===== config.mk =====
export PLATFORM = sky130hd
export DESIGN_NAME = instr_decode_ctrl_flat
export DESIGN_NICKNAME = d
export VERILOG_FILES = /design/src/rtl/instr_decode_ctrl_if.sv /design/src/rtl/instr_decode_ctrl.sv /design/src/flat_wrapper.sv
export SDC_FILE = /design/constraint.sdc
export NUM_CORES = 1
export LEC_CHECK = 0
export CELL_PAD_IN_SITES_DETAIL_PLACEMENT = 0
export CELL_PAD_IN_SITES_GLOBAL_PLACEMENT = 1
export CORE_MARGIN = 1.5
export CORE_UTILIZATION = 34
export DETAILED_ROUTE_END_ITERATION = 10
export PLACE_DENSITY = 0.86
export RECOVER_POWER = 100
export SYNTH_ARGS = -nofsm -noshare
export SYNTH_HDL_FRONTEND = slang
export SYNTH_SLANG_ARGS = --single-unit

===== constraint.sdc =====
create_clock -name i_clk -period 3.86 [get_ports i_clk]
set_clock_uncertainty 0.15 [all_clocks]
set_input_delay 0.579 -clock i_clk [delete_from_list [all_inputs] [get_ports i_clk]]
set_output_delay 0.579 -clock i_clk [all_outputs]
set_load 0.005 [all_outputs]

===== src/rtl/instr_decode_ctrl_if.sv =====
// Fetch handshake plus register-file/ALU control bundle for instr_decode_ctrl.
// The slave modport is the decode block; the master modport is the fetch/regfile side.
interface instr_decode_ctrl_if #(
  parameter int CNT_W = 16
);
  logic             instr_vld;
  logic [31:0]      instr_dat;
  logic             instr_rdy;
  logic [2:0]       rd_reg1;
  logic [2:0]       rd_reg2;
  logic [2:0]       wr_reg;
  logic             wr_en;
  logic [7:0]       imm_dat;
  logic             imm_sel;
  logic             neg_sel;
  logic [2:0]       alu_op;
  logic             busy;
  logic             illegal;
  logic [CNT_W-1:0] retired;

  modport master (
    output instr_vld, instr_dat,
    input  instr_rdy, rd_reg1, rd_reg2, wr_reg, wr_en, imm_dat,
           imm_sel, neg_sel, alu_op, busy, illegal, retired
  );

  modport slave (
    input  instr_vld, instr_dat,
    output instr_rdy, rd_reg1, rd_reg2, wr_reg, wr_en, imm_dat,
           imm_sel, neg_sel, alu_op, busy, illegal, retired
  );
endinterface


===== src/rtl/instr_decode_ctrl.sv =====
// Decode/sequencing stage ahead of the 8x8 register file: one instruction every 2+EXEC_CYCLES cycles,
// single-cycle write strobe in WB; instr_rdy only in IDLE/WB, upstream holds the word otherwise.
module instr_decode_ctrl #(
  parameter int EXEC_CYCLES = 2,
  parameter int CNT_W       = 16
) (
  input  logic               i_clk,
  input  logic               i_rst_n,
  instr_decode_ctrl_if.slave dec_if
);

  if (EXEC_CYCLES < 1) begin : g_bad_exec_cycles
    $error("instr_decode_ctrl: EXEC_CYCLES must be >= 1");
  end

  localparam int CNT_EW = (EXEC_CYCLES > 1) ? $clog2(EXEC_CYCLES) : 1;

  localparam logic [1:0] S_IDLE   = 2'd0;
  localparam logic [1:0] S_DECODE = 2'd1;
  localparam logic [1:0] S_EXEC   = 2'd2;
  localparam logic [1:0] S_WB     = 2'd3;

  localparam logic [2:0] ALU_FWD = 3'b000;
  localparam logic [2:0] ALU_ADD = 3'b001;
  localparam logic [2:0] ALU_AND = 3'b010;
  localparam logic [2:0] ALU_OR  = 3'b011;

  logic [1:0]        r_state;
  logic [1:0]        w_state_nxt;
  logic [CNT_EW-1:0] r_cnt;
  logic [CNT_EW-1:0] w_cnt_nxt;
  logic              r_legal;
  logic              r_wr_en;
  logic              r_illegal;
  logic [2:0]        r_rd1;
  logic [2:0]        r_rd2;
  logic [2:0]        r_wr;
  logic [7:0]        r_imm;
  logic              r_imm_sel;
  logic              r_neg_sel;
  logic [2:0]        r_alu_op;
  logic [CNT_W-1:0]  r_retired;

  logic              w_rdy;
  logic              w_accept;
  logic [7:0]        w_op;
  logic              w_legal;
  logic              w_imm_sel;
  logic              w_neg_sel;
  logic [2:0]        w_alu_op;
  logic              w_unused;

  // Ready is gated by reset so it reads 0 throughout reset and 1 in the first cycle after release.
  assign w_rdy    = i_rst_n && ((r_state == S_IDLE) || (r_state == S_WB));
  assign w_accept = dec_if.instr_vld && w_rdy;

  assign w_op     = dec_if.instr_dat[31:24];
  assign w_legal  = (w_op <= 8'd5);
  assign w_unused = &{1'b0, dec_if.instr_dat[23:19], dec_if.instr_dat[15:11]};

  always_comb begin
    w_imm_sel = 1'b0;
    w_neg_sel = 1'b0;
    w_alu_op  = ALU_FWD;
    case (w_op)
      8'd0: w_imm_sel = 1'b1;
      8'd2: w_alu_op  = ALU_ADD;
      8'd3: begin
        w_alu_op  = ALU_ADD;
        w_neg_sel = 1'b1;
      end
      8'd4: w_alu_op  = ALU_AND;
      8'd5: w_alu_op  = ALU_OR;
      default: w_alu_op = ALU_FWD;
    endcase
  end

  always_comb begin
    w_state_nxt = r_state;
    w_cnt_nxt   = r_cnt;
    case (r_state)
      S_IDLE: begin
        if (w_accept) w_state_nxt = S_DECODE;
      end
      S_DECODE: begin
        if (r_legal) begin
          w_state_nxt = S_EXEC;
          w_cnt_nxt   = CNT_EW'(EXEC_CYCLES - 1);
        end else begin
          w_state_nxt = S_IDLE;
        end
      end
      S_EXEC: begin
        if (r_cnt == '0) w_state_nxt = S_WB;
        else             w_cnt_nxt   = r_cnt - CNT_EW'(1);
      end
      S_WB: begin
        w_state_nxt = w_accept ? S_DECODE : S_IDLE;
      end
      default: w_state_nxt = S_IDLE;
    endcase
  end

  // Decode is registered at the accept edge, so outputs are valid from DECODE and hold through WB.
  always_ff @(posedge i_clk or negedge i_rst_n) begin
    if (!i_rst_n) begin
      r_state   <= S_IDLE;
      r_cnt     <= '0;
      r_legal   <= 1'b0;
      r_wr_en   <= 1'b0;
      r_illegal <= 1'b0;
      r_rd1     <= '0;
      r_rd2     <= '0;
      r_wr      <= '0;
      r_imm     <= '0;
      r_imm_sel <= 1'b0;
      r_neg_sel <= 1'b0;
      r_alu_op  <= ALU_FWD;
      r_retired <= '0;
    end else begin
      r_state   <= w_state_nxt;
      r_cnt     <= w_cnt_nxt;
      r_wr_en   <= (w_state_nxt == S_WB);
      r_illegal <= w_accept && !w_legal;
      if (w_accept) begin
        r_legal   <= w_legal;
        r_rd1     <= dec_if.instr_dat[10:8];
        r_rd2     <= dec_if.instr_dat[2:0];
        r_wr      <= dec_if.instr_dat[18:16];
        r_imm     <= dec_if.instr_dat[7:0];
        r_imm_sel <= w_imm_sel;
        r_neg_sel <= w_neg_sel;
        r_alu_op  <= w_alu_op;
      end
      if (r_state == S_WB) r_retired <= r_retired + CNT_W'(1);
    end
  end

  assign dec_if.instr_rdy = w_rdy;
  assign dec_if.rd_reg1   = r_rd1;
  assign dec_if.rd_reg2   = r_rd2;
  assign dec_if.wr_reg    = r_wr;
  assign dec_if.wr_en     = r_wr_en;
  assign dec_if.imm_dat   = r_imm;
  assign dec_if.imm_sel   = r_imm_sel;
  assign dec_if.neg_sel   = r_neg_sel;
  assign dec_if.alu_op    = r_alu_op;
  assign dec_if.busy      = (r_state != S_IDLE);
  assign dec_if.illegal   = r_illegal;
  assign dec_if.retired   = r_retired;

endmodule


===== src/flat_wrapper.sv =====
// flat-port wrapper written by rule: the top's interface ports become plain ports
module instr_decode_ctrl_flat 
#(
  parameter int EXEC_CYCLES = 2,
  parameter int CNT_W       = 16
)
  (i_clk, i_rst_n, dec_if_instr_vld, dec_if_instr_dat, dec_if_instr_rdy, dec_if_rd_reg1, dec_if_rd_reg2, dec_if_wr_reg, dec_if_wr_en, dec_if_imm_dat, dec_if_imm_sel, dec_if_neg_sel, dec_if_alu_op, dec_if_busy, dec_if_illegal, dec_if_retired);
  instr_decode_ctrl_if #(.CNT_W(CNT_W)) dec_if_i ();
  input  logic i_clk;
  input  logic i_rst_n;
  input wire logic [$bits(dec_if_i.instr_vld)-1:0] dec_if_instr_vld;
  input wire logic [$bits(dec_if_i.instr_dat)-1:0] dec_if_instr_dat;
  output wire logic [$bits(dec_if_i.instr_rdy)-1:0] dec_if_instr_rdy;
  output wire logic [$bits(dec_if_i.rd_reg1)-1:0] dec_if_rd_reg1;
  output wire logic [$bits(dec_if_i.rd_reg2)-1:0] dec_if_rd_reg2;
  output wire logic [$bits(dec_if_i.wr_reg)-1:0] dec_if_wr_reg;
  output wire logic [$bits(dec_if_i.wr_en)-1:0] dec_if_wr_en;
  output wire logic [$bits(dec_if_i.imm_dat)-1:0] dec_if_imm_dat;
  output wire logic [$bits(dec_if_i.imm_sel)-1:0] dec_if_imm_sel;
  output wire logic [$bits(dec_if_i.neg_sel)-1:0] dec_if_neg_sel;
  output wire logic [$bits(dec_if_i.alu_op)-1:0] dec_if_alu_op;
  output wire logic [$bits(dec_if_i.busy)-1:0] dec_if_busy;
  output wire logic [$bits(dec_if_i.illegal)-1:0] dec_if_illegal;
  output wire logic [$bits(dec_if_i.retired)-1:0] dec_if_retired;
  assign dec_if_i.instr_vld = dec_if_instr_vld;
  assign dec_if_i.instr_dat = dec_if_instr_dat;
  assign dec_if_instr_rdy = dec_if_i.instr_rdy;
  assign dec_if_rd_reg1 = dec_if_i.rd_reg1;
  assign dec_if_rd_reg2 = dec_if_i.rd_reg2;
  assign dec_if_wr_reg = dec_if_i.wr_reg;
  assign dec_if_wr_en = dec_if_i.wr_en;
  assign dec_if_imm_dat = dec_if_i.imm_dat;
  assign dec_if_imm_sel = dec_if_i.imm_sel;
  assign dec_if_neg_sel = dec_if_i.neg_sel;
  assign dec_if_alu_op = dec_if_i.alu_op;
  assign dec_if_busy = dec_if_i.busy;
  assign dec_if_illegal = dec_if_i.illegal;
  assign dec_if_retired = dec_if_i.retired;
  instr_decode_ctrl #(.EXEC_CYCLES(EXEC_CYCLES), .CNT_W(CNT_W)) u_core (.i_clk(i_clk), .i_rst_n(i_rst_n), .dec_if(dec_if_i));
endmodule

==> qor.csv <==
metric,value,unit
CTS tree,yes,
"EDFF count, synth",0,
"Largest stage delay, worst path",0.57,ns
Async SR Flop Fraction,100,%
Rel. slew slack,55.8,%
critical path arrival,1.86,ns
DP HPWL,2840,µm
Post-CTS Setup Bufs,0,
initial antenna violation count,0,
core area,0.00517,mm²
WHS,0.217,ns
initial core utilization,35.8,%
Resized cells post-CTS,0,
CP endpoint kind,output port,
Mean Syn Cell Area,10.2,µm²
H-Tree Depth,2,
Port Buf Inserts,65,
max-slew violations,0,
grt ovf,0,
Finish-stage setup viols,0,
WL/cell,12.2,µm
drt first pass iters,4,
Die Height,76.8,µm
Worst-path clk slew,0.07,ns
Post-CTS Hold Fix Bufs,0,
layout cells sized above 1,4.88,%
Synth Flop Type,dfrtp_1,
Area after DPL,0.00254,mm²
I/O pin count,77,
leakage,1.30,nW
PwrDens,485,mW/mm²
Hold Crit Class,in -> async,
worst path bufs/invs,3,
number of flip-flops in the largest register,16,
Final Instance Area,0.00258,mm²
die width,76.8,µm
maximum VDD drop,189,µV
CP Launch Type,primary input,
Synth Net Count,223,
FP Rows,26,
fmax,387,MHz
Cells after Synth,181,
Netlist cell types,33,
worst-skew pair later-pin latency,0.28,ns
"wirelength, routed",3840,µm
CTS Buf Count,5,
worst-margin pin slew,0.663,ns
CP top delay family,buffers and inverters,
Starting DRT DRC Count,118,
post-route antenna net violation count,0,
setup TNS,0,ns
# diodes,0,
RSZ-0062 raised after global routing,no,
Max clock buf depth,2,
routed vias/inst,4.58,
Slowest cell on crit path,dlygate4sd3_1,
first-pass GRT wire length,6710,µm
vias in the first global route,1369,
Synth Register Bits,40,
Final Hold Viols,0,
worst-path cell chain,"buf_2, buf_4, nor2b_1, dlygate4sd3_1",
nets,288,
Via Count,1448,
CP max FO,42,
status,"finished, final reports clean",
MaxCap Viol Count,0,
Synth Cell Area,0.00185,mm²
final worst path period need,2.59,ns
final core utilization,50.0,%
DRC viols,0,
Syn. warnings,0,
CP required,3.13,ns
fin crit share,67.0,%
"Seq/Total Area, Yosys",54.1,%
Setup Crit Path Kind,in -> out,
die area,0.00589,mm²
GPL Wtd Cong,0.751,
Area Overhead vs Synth,39.8,%
gr usage total,14.4,%
root buffer cell,clkbuf_8,
largest net degree at the start of global routing,43,
TritonCTS Sinks,40,
[kinds of logic after synthesis]
family	Yosys count	share of synthesized area, %
flip-flops	40	54.1
adder cells (fa/ha/maj)	7	4.74
AND/OR/NAND/NOR	89	24.0
AO/OA/AOI/OAI	12	4.40
XOR/XNOR	15	7.10
buffers and inverters	15	4.20
multiplexers	2	1.22
other	1	0.203
[area by class of cell]
cell class,instances,area (µm²)
fill,487,2590
sequential,40,1000
multi-input combinational,126,739
timing repair buffer,67,657
tap,70,87.6
clock buffer,6,72.6
inverter,6,22.5
clock inverter,1,5.00
[cell usage in the layout, fill, tap and decap left out, types with 5 or more instances in the layout]
cell type,netlist,routed
nand2_1,57,57
clkbuf_8,0,5
clkdlybuf4s50_1,0,23
dlygate4sd3_1,0,41
ha_1,7,7
nor3_1,5,5
xor2_1,9,9
dfrtp_1,40,40
xnor2_1,6,6
inv_1,6,6
[cell usage after synthesis (2+ instances only)]
library cell,number,area (µm²)
nand2_1,57,214
dfrtp_1,40,1000
xor2_1,9,78.8
ha_1,7,87.6
inv_1,6,22.5
xnor2_1,6,52.6
buf_4,5,37.5
nor3_1,5,25.0
nand3_1,4,20.0
nor2_1,4,15.0
nor4_2,4,50.1
a21oi_1,3,15.0
nand4_1,3,18.8
nor2b_1,3,18.8
a221oi_1,2,17.5
buf_2,2,10.0
clkbuf_1,2,7.51
mux2_2,2,22.5
o21ai_0,2,10.0
o31ai_1,2,15.0
[worst paths after layout]
path	startpoint	endpoint	slack [ns]	depth (start not counted)
worst max-delay path	i_rst_n	dec_if_instr_rdy	1.27	4
worst min-delay path	i_rst_n	u_core.dec_if.illegal	0.22	2
worst max register to register	u_core.r_state[0]	u_core.dec_if.imm_sel	1.27	6
worst min register to register	u_core.dec_if.rd_reg1[0]	u_core.dec_if.rd_reg1[0]	0.32	2
max in group asynchronous	i_rst_n	u_core.dec_if.retired[12]	3.00	2
min in group i_clk	u_core.dec_if.rd_reg1[0]	u_core.dec_if.rd_reg1[0]	0.32	2
[routing by layer]
layer | share of wire, % | up-vias | track usage, %
met5 | 0 | - | 0
met4 | 1.2 | 0 | 5.00
met3 | 4.9 | 4 | 4.40
met2 | 47 | 37 | 22.8
met1 | 47 | 687 | 18.6
li1 | - | 720 | -
[where the power goes]
part	leakage, nW	internal [mW]	switching, mW
Combinational	0.730	0.236	0.179
Sequential	0.528	0.516	0.0637
Clock	0.0410	0.123	0.136
Total	1.30	0.875	0.379
[stage by stage]
stage	instances	power, mW	setup WS (ns)
finish	316	1.25	1.27
global route	316	1.35	1.10
CTS	316	1.32	1.28
detailed placement	309	1.06	1.26
global placement	309	1.05	1.25
floorplan	181	0.783	2.10
Power figures use the tool's default switching activity.
